File: src/rtl/button_debouncer.sv
// Per-channel push-button conditioner: 2-FF synchronizer, stability counter and 4-state FSM.
// Define BUTTON_DEBOUNCER_AUTO_REPEAT_EN to add auto-repeat press pulses while a button is held.
module button_debouncer #(
  parameter int WIDTH           = 2,
  parameter int DEBOUNCE_CYCLES = 999_999,
  parameter int REPEAT_DELAY    = 49_999_999,
  parameter int REPEAT_PERIOD   = 9_999_999
) (
  input  logic             clk,
  input  logic             rst_n,
  input  logic [WIDTH-1:0] btn_raw,
  output logic [WIDTH-1:0] btn_level,
  output logic [WIDTH-1:0] btn_press,
  output logic [WIDTH-1:0] btn_release
);

  localparam int CW = $clog2(DEBOUNCE_CYCLES + 1);
  localparam logic [CW-1:0] CNT_LAST = CW'(DEBOUNCE_CYCLES - 1);

  typedef enum logic [1:0] {
    RELEASED      = 2'd0,
    CHECK_PRESS   = 2'd1,
    PRESSED       = 2'd2,
    CHECK_RELEASE = 2'd3
  } state_e;

  genvar gi;
  generate
    for (gi = 0; gi < WIDTH; gi++) begin : g_ch
      logic          sync1_q, sync2_q;
      state_e        state_q, state_d;
      logic [CW-1:0] cnt_q, cnt_d;
      logic          level_q, level_d;
      logic          press_q, press_d;
      logic          release_q, release_d;
`ifdef BUTTON_DEBOUNCER_AUTO_REPEAT_EN
      localparam logic [31:0] RPT_FIRST = 32'(REPEAT_DELAY);
      localparam logic [31:0] RPT_STEP  = 32'(REPEAT_PERIOD);
      // rpt counts cycles spent in PRESSED; due is the cycle count of the next repeat pulse.
      logic [31:0]   rpt_q, rpt_d;
      logic [31:0]   due_q, due_d;
`endif

      always_ff @(posedge clk or negedge rst_n) begin
        if (!rst_n) begin
          sync1_q <= 1'b0;
          sync2_q <= 1'b0;
        end else begin
          sync1_q <= btn_raw[gi];
          sync2_q <= sync1_q;
        end
      end

      always_ff @(posedge clk or negedge rst_n) begin
        if (!rst_n) begin
          state_q   <= RELEASED;
          cnt_q     <= '0;
          level_q   <= 1'b0;
          press_q   <= 1'b0;
          release_q <= 1'b0;
`ifdef BUTTON_DEBOUNCER_AUTO_REPEAT_EN
          rpt_q     <= '0;
          due_q     <= '0;
`endif
        end else begin
          state_q   <= state_d;
          cnt_q     <= cnt_d;
          level_q   <= level_d;
          press_q   <= press_d;
          release_q <= release_d;
`ifdef BUTTON_DEBOUNCER_AUTO_REPEAT_EN
          rpt_q     <= rpt_d;
          due_q     <= due_d;
`endif
        end
      end

      always_comb begin
        state_d   = state_q;
        cnt_d     = cnt_q;
        level_d   = level_q;
        press_d   = 1'b0;
        release_d = 1'b0;
`ifdef BUTTON_DEBOUNCER_AUTO_REPEAT_EN
        rpt_d     = rpt_q;
        due_d     = due_q;
`endif
        case (state_q)
          RELEASED: begin
            if (sync2_q) begin
              state_d = CHECK_PRESS;
              cnt_d   = '0;
            end
          end
          CHECK_PRESS: begin
            if (!sync2_q) begin
              state_d = RELEASED;
              cnt_d   = '0;
            end else if (cnt_q == CNT_LAST) begin
              state_d = PRESSED;
              cnt_d   = '0;
              level_d = 1'b1;
              press_d = 1'b1;
`ifdef BUTTON_DEBOUNCER_AUTO_REPEAT_EN
              rpt_d   = '0;
              due_d   = RPT_FIRST;
`endif
            end else begin
              cnt_d = cnt_q + 1'b1;
            end
          end
          PRESSED: begin
            if (!sync2_q) begin
              state_d = CHECK_RELEASE;
              cnt_d   = '0;
            end
`ifdef BUTTON_DEBOUNCER_AUTO_REPEAT_EN
            else begin
              rpt_d = rpt_q + 32'd1;
              if (rpt_d == due_q) begin
                press_d = 1'b1;
                due_d   = due_q + RPT_STEP;
              end
            end
`endif
          end
          CHECK_RELEASE: begin
            // A bounce back to 1 resumes PRESSED; the repeat counter stays frozen meanwhile.
            if (sync2_q) begin
              state_d = PRESSED;
              cnt_d   = '0;
            end else if (cnt_q == CNT_LAST) begin
              state_d   = RELEASED;
              cnt_d     = '0;
              level_d   = 1'b0;
              release_d = 1'b1;
`ifdef BUTTON_DEBOUNCER_AUTO_REPEAT_EN
              rpt_d     = '0;
              due_d     = '0;
`endif
            end else begin
              cnt_d = cnt_q + 1'b1;
            end
          end
          default: begin
            state_d = RELEASED;
            cnt_d   = '0;
          end
        endcase
      end

      assign btn_level[gi]   = level_q;
      assign btn_press[gi]   = press_q;
      assign btn_release[gi] = release_q;
    end
  endgenerate

endmodule

File: config.mk
export PLATFORM = sky130hd
export DESIGN_NAME = button_debouncer
export DESIGN_NICKNAME = d
export VERILOG_FILES = /design/src/rtl/button_debouncer.sv
export SDC_FILE = /design/constraint.sdc
export NUM_CORES = 1
export LEC_CHECK = 0
export ABC_CLOCK_PERIOD_IN_PS = 2100
export CAP_MARGIN = 10
export CORE_MARGIN = 2
export CORE_UTILIZATION = 38
export DETAILED_ROUTE_END_ITERATION = 10
export HOLD_SLACK_MARGIN = 0.1
export PLACE_DENSITY = 0.57
export SLEW_MARGIN = 20
export SYNTH_ARGS = -nofsm -noshare
export SYNTH_HDL_FRONTEND = slang
export SYNTH_SLANG_ARGS = --single-unit
File: constraint.sdc
create_clock -name clk -period 2.1 [get_ports clk]
set_input_delay 0.42 -clock clk [delete_from_list [all_inputs] [get_ports clk]]
set_output_delay 0.42 -clock clk [all_outputs]
set_load 0.02 [all_outputs]
[After elaboration in Yosys (flattened, before gate mapping)]
Index checks and enable logic that the tools add are counted.
Operators by class
  add/subtract/negate cells: 2
  equal/unequal tests: 24
  muxes and demuxes: 46
  reductions and logical operators: 10
Operators with widths (count)
  $mux W20: 10
  $pmux W20 S4: 2
  $add A20 B1 Y20 const B: 2
  $eq A20 B20 Y1 const B: 2
  $mux W2: 12
  $ne A2 B2 Y1 const B: 12
  $mux W1: 18
  $pmux W2 S4: 2
  $ne A3 B3 Y1 const B: 4
  $reduce_and A5 Y1: 2
  $eq A2 B2 Y1 const B: 4
  $reduce_and A4 Y1: 2
  $eq A2 B1 Y1 const B: 2
  $logic_not A2 Y1: 2
  $pmux W1 S2: 2
  $reduce_and A2 Y1: 2
  $reduce_bool A2 Y1: 2
Storage, ports and cells
  bits in registers: 54
  bits of input ports: 4
  output and inout bits: 6
  logic and storage cells: 96

[Logic depth before layout (Yosys ltp)]
  word-level depth: 4
  mapped depth: 8

[Worst setup path after synthesis]
Ideal clock, no wire load.
  kind: register to register
  start: register g_ch[0].cnt_q[0]
  end: register (tool-made name)
  data arrival time: 1.782 ns
  data required time: 1.972 ns
  path slack: 0.191 ns
  stages on the path, launching flop included: 8
  buffers on the path: 0
  period minus slack after synthesis: 1.909 ns
  cells stage by stage: dfrtp_1 -> inv_1 -> ha_1 -> nand4b_1 -> or4_1 -> nor4_2 -> nand2_1 -> mux2_1
RTL lines
  from (decl): RTL line 32  | logic [CW-1:0] cnt_q, cnt_d;
  from (signal assigned): RTL line 67  | cnt_q <= cnt_d;

==> flow_results.org <==
** Outcome
- The run finished with clean final reports.

** STA
- In this run the tightest slew margin relative to its limit is 0.626.
- Adding up every negative setup slack in the final design gives 0 ns.
- The total count of hold-check failures in the final report came to 0.
- Final setup violation count :: 0
- Between clock sinks in the finished design, the worst skew comes to 0.0123 ns.
- Actual transition at the worst max-transition pin :: 0.556 ns
- Period minus WS final :: roughly 2.0 ns
- Final cycle utilization of the critical path :: 0.930
- Setup repair after global routing missed its margin :: false
- Pins over their slew limit :: 0
- For this run, the top clock speed supported by timing is 512 MHz.

** Synthesis
- Synth top cells by count :: sky130_fd_sc_hd__dfrtp_1 (54), sky130_fd_sc_hd__nand2_1 (32), sky130_fd_sc_hd__inv_1 (20), sky130_fd_sc_hd__nand3_1 (20), sky130_fd_sc_hd__nor2_1 (19)
- Top FF cell, synth :: sky130_fd_sc_hd__dfrtp_1
- For this run, the register share of the synthesized area comes to 0.467.
- The synthesized design spends more area on one cell type than any other, namely sky130_fd_sc_hd__dfrtp_1.
- In the post-synthesis netlist, the cell with the most instances is sky130_fd_sc_hd__dfrtp_1.
- Synth Instances :: 316
- Of all flip-flops after synthesis, the portion carrying an async set or reset was 1.00.
- The share of synthesized area in the top cell type comes to 0.467.
- Combined area of all synthesized cells :: ~2900 um^2
- The number of nets in the synthesized netlist is 324.
- Yosys cell types :: 48
- Number of register bits inferred by synthesis :: 54
- Yosys printed 0 warnings.
- Counting flops with a built-in enable in the synthesized netlist gives 0.
- In this run the mean area of a mapped cell was just over 9 um^2.
- By area the synthesized netlist is led by sky130_fd_sc_hd__dfrtp_1 (47%), sky130_fd_sc_hd__nand2_1 (4.2%), sky130_fd_sc_hd__nand3_1 (3.5%), sky130_fd_sc_hd__nand4_1 (3.5%), sky130_fd_sc_hd__a21oi_1 (3.1%).

** Floorplanning
- Starting density of the core :: 0.395
- Die outline width :: 91.3 um
- Overall die height :: 91.3 um
- Std-Cell Core Area :: 7330 um^2
- Overall die area :: 8330 um^2
- Row Count :: 31
- During I/O placement, the number of pins put on the boundary was 10.

** Final layout
- For this run, the number of standard cells in the final layout without fillers is 442.
- Final Instance Area :: 3330 um^2
- After filler insertion, the fill cell instance count of the layout stands at 693.
- Of the cells placed in the final design, the portion with a size suffix greater than 1 is 0.122.
- Area used by sequential logic in the layout :: 1350 um^2
- Relative to the synthesized area, the layout overhead comes to 15.0%.
- Count of antenna diodes in the layout :: 0
- The multi-input combinational cells in the finished layout cover a total of between 1000 and 1500 um^2.
- The final layout contains between 300 and 400 nets.

** Place
- RePlAce Congestion :: 0.844
- In this run, placement finished with an instance count of 432.
- Count of buffers inserted at the top-level ports :: 9
- Once detailed placement completed, the half-perimeter wirelength came to about 4500 um.
- Summing all placed instances gives a cell area of 3210 um^2.

** CTS
- The cell sitting at the root of the clock tree is a sky130_fd_sc_hd__clkbuf_8.
- TritonCTS Sinks :: 54
- Clock tree from TritonCTS :: done
- The clock passes through at most 2 buffers.
- Clock transition at the registers of the reported paths :: 0.10 ns
- At the later pin of the worst-skew pair, clock insertion delay measures 0.30 ns.
- The H-tree was split into 2 levels.
- TritonCTS created 5 clock buffers.

** Min path
- Worst Hold Endpoint :: g_ch[0].sync2_q$_DFF_PN0_
- Min-delay worst type :: register to register
- The startpoint identified for the worst hold timing path is g_ch[0].sync1_q$_DFF_PN0_.
- Counting instances, the worst hold path has a depth of 0.

** Worst setup path
- Startpoint of the lowest-slack register-to-register path :: g_ch[0].cnt_q[1]$_DFFE_PN0P_
- Crit path max-delay cell type :: sky130_fd_sc_hd__or4_1
- CP arrival :: 2.15 ns
- Category of the critical setup timing path :: register to register
- R2R setup slack :: between 0.1 and 0.15 ns
- For this run, the slowest stage of the critical path takes 0.47 ns.
- Traced cell by cell, the critical path runs through ha_1 > nand4b_1 > or4_1 > nor4_4 > nand2_2 > mux2_1.
- CP Max Fanout :: 6
- At the worst endpoint, the required time is about 2.3 ns.
- Startpoint type of the worst setup path :: register
- Reg2Reg Depth :: 6
- Critical path endpoint category :: register

** Power and ir drop
- Worst voltage drop across the vdd grid :: approximately 220 uV
- The analysis attributes to net switching a power of 440 uW.
- Of the total power, the share spent switching nets is 0.247.
- Clock power share :: 0.330
- Internal power summed over all cells :: 1.34 mW
- The share of total power dissipated in sequential elements is 0.599.
- Cell leakage power :: 1.36 nW
- Combinational group share of total power :: 0.071
- Pwr dens :: around 530 nW/um^2

** Drt
- After detailed routing, the number of remaining DRC violations is 0.
- Routed wire length per instance :: 13.7 um
- Post-detailed-route via-to-cell ratio :: 5.29
- Total length of routed wires :: 6070 um
- The detailed router finished its first iteration with 116 violations.
- The detail route stage leaves a number of antenna-violating nets equal to 0.
- Pre-antenna DRT Iters :: 4
- Via count :: ~2300

** GRT
- In the global route stage, overall resource usage came out at 0.157.
- Summed over all layers, the global routing overflow is 0.
- Number of antenna violations at the first check in global routing :: 0
- Maximum number of pins on one net before global-route repair :: 24
- The first global-routing pass estimated 10700 um of wire.
- Number of global-route vias before repair :: 2194

** Flow run
- Max-cap violation count :: 0
==> registers in the layout (all words and copies together) (netlist names), named ones only <==
signal          flops
g_ch.level_q        2
g_ch.sync2_q        2
g_ch.sync1_q        2
g_ch.state_q        2
g_ch.cnt_q         40
g_ch.press_q        2
g_ch.release_q      2
==> layer usage <==
metal / vias up / track usage / wire length (um)
met5: - / 0 / 0
met4: 0 / 0.0379 / 51
met2: 45 / 0.243 / 2670
met1: 1108 / 0.229 / 3100
li1: 1182 / - / -
met3: 5 / 0.0274 / 259
==> how the worst max path moves through the flow <==
stage	slack (ns)	cells after the start	startpoint	to
final	0.15	6	g_ch[0].cnt_q[1]$_DFFE_PN0P_	register
after global routing	0.02	8	g_ch[0].cnt_q[0]$_DFFE_PN0P_	g_ch[0].cnt_q[14]$_DFFE_PN0P_
after CTS	0.11	6	g_ch[0].cnt_q[1]$_DFFE_PN0P_	register
after detailed placement	0.12	6	g_ch[0].cnt_q[1]$_DFFE_PN0P_	register
after global placement	0.17	6	g_ch[0].cnt_q[1]$_DFFE_PN0P_	register
after floorplan	0.19	7	g_ch[0].cnt_q[0]$_DFFE_PN0P_	register
==> critical path: cells and delay by family, from the launching register on <==
| kind | cells | cell delay (ns) |
|---|---|---|
| adders and majority gates | 1 | 0.20 |
| DFF | 1 | 0.44 |
| muxes | 1 | 0.32 |
| and+or+nand+nor | 4 | 0.90 |
==> kinds of logic (layout without fill, tap and decap cells) <==
logic type / after synthesis / after routing / synth area share
buffers and inverters: 36 / 63 / 0.0571
AO/OA/AOI/OAI: 62 / 62 / 0.127
AND/OR/NAND/NOR: 143 / 143 / 0.278
flip-flops: 54 / 54 / 0.467
adder cells (fa/ha/maj): 4 / 4 / 0.0173
XOR/XNOR: 12 / 12 / 0.0363
multiplexers: 5 / 5 / 0.0177
==> power by group through the flow <==
| stage | logic (mW) | registers [mW] | clock network, mW |
|---|---|---|---|
| 2_1_floorplan | 0.0565 | 1.08 | 0 |
| 3_3_place_gp | 0.123 | 1.08 | 0 |
| 3_5_place_dp | 0.124 | 1.08 | 0 |
| 4_1_cts | 0.126 | 1.06 | 0.617 |
| 5_1_grt | 0.142 | 1.07 | 0.659 |
| 6_report | 0.126 | 1.06 | 0.587 |
==> stage by stage <==
step                      hold WS (ns)  power [mW]  utilization  setup slack [ns]
after global routing             0.386        1.87        0.454            0.0218
after global placement           0.332        1.21        0.437             0.174
after detailed placement         0.336        1.21        0.437             0.120
final                            0.356        1.78        0.454             0.146
after floorplan                  0.124        1.14            -             0.191
after CTS                        0.361        1.81        0.451             0.114
==> layout make-up <==
cell class	count	area share
Multi-Input combinational cell	226	0.417
Sequential cell	54	0.406
Timing Repair Buffer	35	0.0888
Tap cell	99	0.0372
Inverter	20	0.0226
Clock buffer	5	0.0207
Clock inverter	3	0.00715
==> layout by cell type (no fill, tap or decap), types with 5 or more instances in the layout <==
master	synthesis	final
sky130_fd_sc_hd__clkdlybuf4s50_1	0	8
sky130_fd_sc_hd__xor2_1	9	9
sky130_fd_sc_hd__nand4_1	16	16
sky130_fd_sc_hd__a21oi_1	18	18
sky130_fd_sc_hd__nor4_1	7	7
sky130_fd_sc_hd__nor2_1	19	19
sky130_fd_sc_hd__dfrtp_1	54	54
sky130_fd_sc_hd__or3_1	13	13
sky130_fd_sc_hd__o21ai_1	17	17
sky130_fd_sc_hd__o21ai_0	10	10
sky130_fd_sc_hd__nand3_1	20	20
sky130_fd_sc_hd__nand2_1	32	31
sky130_fd_sc_hd__buf_4	7	24
sky130_fd_sc_hd__clkbuf_8	0	5
sky130_fd_sc_hd__inv_1	20	20
sky130_fd_sc_hd__and2_1	5	5
==> what timing repair did <==
action / 4_1_cts / 5_1_grt
endpoints found under the setup margin: 0 / 1
setup buffers: 0 / 1
gates resized for setup: 0 / 2
hold buffers: 1 / 0
endpoints found under the hold margin: 16 / 0
Note: power is estimated with default switching activity, not from simulation.
